===== config.mk =====
export PLATFORM = sky130hd
export DESIGN_NAME = bypass_subtractor_seq
export DESIGN_NICKNAME = d
export VERILOG_FILES = /design/src/rtl/bypass_subtractor_seq.sv
export SDC_FILE = /design/constraint.sdc
export NUM_CORES = 1
export LEC_CHECK = 0
export BUFFER_PORTS_ARGS = -buffer_cell sky130_fd_sc_hd__buf_2
export CORE_MARGIN = 4
export CORE_UTILIZATION = 40
export CTS_CLUSTER_DIAMETER = 120
export DETAILED_ROUTE_END_ITERATION = 16
export REMOVE_ABC_BUFFERS = 1
export SYNTH_ARGS = -nofsm -noshare
export SYNTH_HDL_FRONTEND = slang
export SYNTH_SLANG_ARGS = --single-unit
export TNS_END_PERCENT = 1

===== constraint.sdc =====
create_clock -name clk -period 4.8 [get_ports clk]
set_input_delay 0.96 -clock clk [delete_from_list [all_inputs] [get_ports clk]]
set_output_delay 0.96 -clock clk [all_outputs]
set_load 0.005 [all_outputs]

===== src/rtl/bypass_subtractor_seq.sv =====
// Block-serial borrow-skip subtractor: Diff = A - B - Bin, one K-bit block
// per clock, behind a valid/ready handshake. A block whose bit pairs are all
// equal forwards its borrow-in straight to its borrow-out and is counted in
// skip_count.
module bypass_subtractor_seq #(
  parameter int N = 32,
  parameter int K = 4
) (
  input  logic                                clk,
  input  logic                                rst,
  input  logic                                in_valid,
  output logic                                in_ready,
  input  logic [N-1:0]                        A,
  input  logic [N-1:0]                        B,
  input  logic                                Bin,
  output logic                                out_valid,
  input  logic                                out_ready,
  output logic [N-1:0]                        Diff,
  output logic                                Bout,
  output logic [$clog2((N+K-1)/K+1)-1:0]      skip_count
);

  localparam int NUM_BLOCKS = (N + K - 1) / K;
  localparam int PW         = NUM_BLOCKS * K;
  localparam int SC_W       = $clog2(NUM_BLOCKS + 1);
  localparam int IDX_W      = (NUM_BLOCKS > 1) ? $clog2(NUM_BLOCKS) : 1;
  localparam logic [IDX_W-1:0] LAST_IDX = IDX_W'(NUM_BLOCKS - 1);

  typedef enum logic [1:0] {
    IDLE = 2'd0,
    RUN  = 2'd1,
    DONE = 2'd2
  } state_t;

  state_t            state_q, state_d;
  logic [PW-1:0]     a_q, a_d;
  logic [PW-1:0]     b_q, b_d;
  logic              borrow_q, borrow_d;
  logic [IDX_W-1:0]  idx_q, idx_d;
  logic [N-1:0]      diff_q, diff_d;
  logic              bout_q, bout_d;
  logic [SC_W-1:0]   skip_q, skip_d;

  logic [K-1:0]      blk_a_s;
  logic [K-1:0]      blk_b_s;
  logic [K+1:0]      blk_res_s;
  logic [K-1:0]      blk_diff_s;
  logic              blk_skip_s;
  logic              blk_bout_s;
  logic [PW-1:0]     ins_s;
  logic [PW-1:0]     msk_s;
  logic [PW-1:0]     diff_pad_s;

  // One block of ripple subtraction with the borrow-skip decision.
  // Returns {block borrow-out, skip taken, difference bits}.
  function automatic logic [K+1:0] block_sub(input logic [K-1:0] a,
                                             input logic [K-1:0] b,
                                             input logic         bi);
    logic [K:0]   br;
    logic [K-1:0] d;
    logic         eq_all;
    br[0] = bi;
    for (int j = 0; j < K; j++) begin
      d[j]    = a[j] ^ b[j] ^ br[j];
      br[j+1] = (~a[j] & b[j]) | (~(a[j] ^ b[j]) & br[j]);
    end
    eq_all = &(~(a ^ b));
    return {(eq_all ? bi : br[K]), eq_all, d};
  endfunction

  // State register.
  always_ff @(posedge clk or posedge rst) begin
    if (rst) begin
      state_q <= IDLE;
    end else begin
      state_q <= state_d;
    end
  end

  // Next-state logic: accept in IDLE, walk the blocks in RUN, hold in DONE.
  always_comb begin
    state_d = state_q;
    case (state_q)
      IDLE: begin
        if (in_valid) state_d = RUN;
        else          state_d = IDLE;
      end
      RUN: begin
        if (idx_q == LAST_IDX) state_d = DONE;
        else                   state_d = RUN;
      end
      DONE: begin
        if (out_ready) state_d = IDLE;
        else           state_d = DONE;
      end
      default: state_d = IDLE;
    endcase
  end

  // Handshake outputs decoded from the state register.
  always_comb begin
    in_ready  = 1'b0;
    out_valid = 1'b0;
    case (state_q)
      IDLE:    in_ready  = ~rst;
      RUN:     in_ready  = 1'b0;
      DONE:    out_valid = 1'b1;
      default: begin
        in_ready  = 1'b0;
        out_valid = 1'b0;
      end
    endcase
  end

  // Current block slice and its subtraction result; operands are zero-padded
  // so the top block reads equal pairs beyond bit N-1.
  always_comb begin
    blk_a_s    = K'(a_q >> (K * int'(idx_q)));
    blk_b_s    = K'(b_q >> (K * int'(idx_q)));
    blk_res_s  = block_sub(blk_a_s, blk_b_s, borrow_q);
    blk_diff_s = blk_res_s[K-1:0];
    blk_skip_s = blk_res_s[K];
    blk_bout_s = blk_res_s[K+1];
    msk_s      = PW'({K{1'b1}}) << (K * int'(idx_q));
    ins_s      = PW'(blk_diff_s) << (K * int'(idx_q));
    diff_pad_s = (PW'(diff_q) & ~msk_s) | ins_s;
  end

  // Datapath next-state: capture on acceptance, one block per RUN cycle.
  always_comb begin
    a_d      = a_q;
    b_d      = b_q;
    borrow_d = borrow_q;
    idx_d    = idx_q;
    diff_d   = diff_q;
    bout_d   = bout_q;
    skip_d   = skip_q;
    case (state_q)
      IDLE: begin
        if (in_valid) begin
          a_d      = PW'(A);
          b_d      = PW'(B);
          borrow_d = Bin;
          idx_d    = '0;
          diff_d   = '0;
          bout_d   = 1'b0;
          skip_d   = '0;
        end else begin
          a_d = a_q;
        end
      end
      RUN: begin
        diff_d   = N'(diff_pad_s);
        borrow_d = blk_bout_s;
        if (blk_skip_s) skip_d = skip_q + SC_W'(1);
        else            skip_d = skip_q;
        if (idx_q == LAST_IDX) bout_d = blk_bout_s;
        else                   idx_d  = idx_q + IDX_W'(1);
      end
      DONE:    diff_d = diff_q;
      default: diff_d = diff_q;
    endcase
  end

  // Datapath registers.
  always_ff @(posedge clk or posedge rst) begin
    if (rst) begin
      a_q      <= '0;
      b_q      <= '0;
      borrow_q <= 1'b0;
      idx_q    <= '0;
      diff_q   <= '0;
      bout_q   <= 1'b0;
      skip_q   <= '0;
    end else begin
      a_q      <= a_d;
      b_q      <= b_d;
      borrow_q <= borrow_d;
      idx_q    <= idx_d;
      diff_q   <= diff_d;
      bout_q   <= bout_d;
      skip_q   <= skip_d;
    end
  end

  assign Diff       = diff_q;
  assign Bout       = bout_q;
  assign skip_count = skip_q;

endmodule


==> flow_summary.json <==
{
  "status": "completed",
  "grt_pass1_vias": 4007,
  "synth_fa_ha_area_share_pct": 4.30,
  "cts_tree": "yes",
  "netlist-cell-type-count": 38,
  "grt_max_degree": 73,
  "clock_latency_ns": 0.35,
  "synth_area_um2": 5060,
  "synth_top_family_by_area": "simple AND/OR/NAND/NOR gates",
  "cts_root_buf": "clkbuf_16",
  "dieArea_um2": 14500,
  "synth-async-reset-ratio_pct": 100,
  "finalCritPeriodShare_pct": 79.9,
  "rsz0062_at_grt": "no",
  "vias": 3792,
  "std_cell_rows": 40,
  "crit_arrival_ns": 4.12,
  "post_cts_buffers": 0,
  "min_path_cells": 2,
  "drive_gt1_share_pct": 24.9,
  "holdWs_ns": 0.468,
  "seq_area_frac_synth_pct": 52.9,
  "die_h_um": 120,
  "hold_buffers": 0,
  "synth-simple-area-share_pct": 21.0,
  "syn-instance-count": 490,
  "ant_nets": 0,
  "worstMarginPinSlew_ns": 1.09,
  "multi_input_area_um2": 2130,
  "track_usage_pct": 17.6,
  "clkSinkCount": 107,
  "max-slew-margin-rel_pct": 27.3,
  "yosysWarnings": 0,
  "design.core.area_um2": 12200,
  "startpoint_type": "register",
  "grt_first_pass_wirelength_um": 20200,
  "fmax_mhz": 261,
  "drt-initial-drc-count": 302,
  "drt-total-wl_um": 12100,
  "regArea_um2": 2680,
  "nets": 670,
  "cts-resized-gates": 0,
  "initial_core_util_pct": 41.4,
  "synth_area_per_cell_um2": 10.3,
  "setup_viol": 0,
  "synth-main-ff-cell": "dfrtp_1",
  "layout_common_cells": "219 x nand2_1, 107 x dfrtp_1, 107 x buf_2",
  "n_antenna_cell": 0,
  "max-cap-violations": 0,
  "yosys.area_share.xor_xnor_pct": 0,
  "ys_ff_latch": 107,
  "io_pins": 108,
  "dieWidth_um": 120,
  "place.gp.congestion": 0.782,
  "cp-end-kind": "register",
  "overflow": 0,
  "required_ns": 5.09,
  "vdd_drop_max_uv": 297,
  "dp_hpwl_um": 8740,
  "clockBufferDepth": 2,
  "slew_viol_final": 0,
  "p_per_area_nw_per_um2": 746,
  "vias_per_cell": 5.00,
  "portBuffers": 107,
  "layout_commonest_cell": "nand2_1",
  "power.leakage_nw": 3.12,
  "synth_edf_count": 0,
  "fillerInstances": 1211,
  "area_growth_pct": 16.7,
  "finish.utilization_pct": 48.4,
  "cp_max_fo": 17,
  "hp-class": "reg2reg",
  "synthMuxAreaShare_pct": 9.03,
  "cts_made_buffers": 9,
  "clk_pin_slew_ns": 0.07,
  "remaining_drc_errors": 0,
  "synth_compound_area_share_pct": 7.67,
  "drt_first_pass_iters": 4,
  "layout_min_cycle_time_ns": 3.83,
  "wl_per_cell_um": 15.9,
  "hold_viol": 0,
  "r2r_cells": 10,
  "grt_antenna_before_repair": 0,
  "setup.worst_path.class": "reg2reg",
  "fin_worst_skew_ns": 0.00524,
  "htree_levels": 3,
  "finalSetupTns_ns": 0
}
==> metrics by stage <==
stage	power, W	instances	setup slack, ns	area (um2)
finish	0.00440	758	0.966	5900
global route	0.00480	758	0.638	5900
CTS	0.00444	758	0.922	5900
detailed placement	0.00376	743	0.984	5640
global placement	0.00369	743	1.03	5640
floorplan	0.00303	462	0.970	4850
==> kinds of logic after synthesis <==
kind of cell               Yosys count
buffers and inverters               40
and+or+nand+nor                    256
muxes                               24
DFF                                107
AOI/OAI and AO/OA                   48
adders and majority gates           15
==> Yosys cell counts, types with 3 or more instances <==
library cell,number,area [um2]
nand2_1,219,822
dfrtp_1,107,2680
a22o_1,18,158
inv_1,12,45.0
mux4_2,12,270
buf_6,11,124
ha_1,11,138
a32o_1,9,90.1
clkbuf_1,8,30.0
mux2i_1,7,70.1
nor3_1,6,30.0
buf_2,5,25.0
nand3_1,5,25.0
o22ai_1,5,31.3
a21o_1,4,30.0
and2_1,4,25.0
buf_4,4,30.0
fa_1,4,80.1
mux4_1,4,105
nand2b_1,4,25.0
o21ai_0,4,20.0
a21oi_1,3,15.0
nand3b_1,3,22.5
==> worst max-delay path, cell delays in order (launching register included) <==
cell and delay (ns):
dfrtp_1 0.68, buf_4 0.38, mux4_2 0.53, nand2_1 0.09, nand2_1 0.07, fa_1 0.47
fa_1 0.38, inv_1 0.08, fa_1 0.46, nor3_1 0.42, a32o_1 0.22
==> layer usage <==
metal | wire length [um] | global-route usage, % | up-vias
li1 | - | - | 1831
met1 | 5620 | 24.8 | 1836
met2 | 5510 | 27.1 | 108
met3 | 760 | 4.44 | 17
met4 | 170 | 4.75 | 0
met5 | 0 | 0 | -
==> sequential cells by signal, summed over array words and instances (netlist names) <==
| name | flops |
|---|---|
| b_q | 32 |
| a_q | 32 |
| state_q | 2 |
| Diff | 32 |
| Bout | 1 |
| idx_q | 3 |
| borrow_q | 1 |
| skip_count | 4 |
==> where the power goes <==
| group | switching (W) | total [W] | leakage (nW) | internal, W |
|---|---|---|---|---|
| combinational | 0.00122 | 0.00218 | 1.64 | 0.000957 |
| sequential | 0.000265 | 0.00155 | 1.36 | 0.00129 |
| clock | 0.000322 | 0.000671 | 0.122 | 0.000349 |
==> path summary, 6_finish.rpt <==
check                      slack [ns]         end     start
setup / recovery                 0.97    Diff[31]  idx_q[0]
hold / removal                   0.47      a_q[3]    a_q[3]
setup reg to reg                 0.97    Diff[31]  idx_q[0]
hold reg to reg                  0.47      a_q[3]    a_q[3]
max in group asynchronous        2.97     b_q[25]       rst
min in group asynchronous        0.82  state_q[1]       rst
==> cell type report <==
type | count | area share [%]
clock buffers | 11 | 3.94
clock inverters | 4 | 0.487
inverters | 12 | 0.805
multi-input cells | 343 | 36.0
flip-flops and latches | 107 | 45.3
well taps | 168 | 3.56
repair buffers | 113 | 9.83
(Power assumes the default switching activity.)
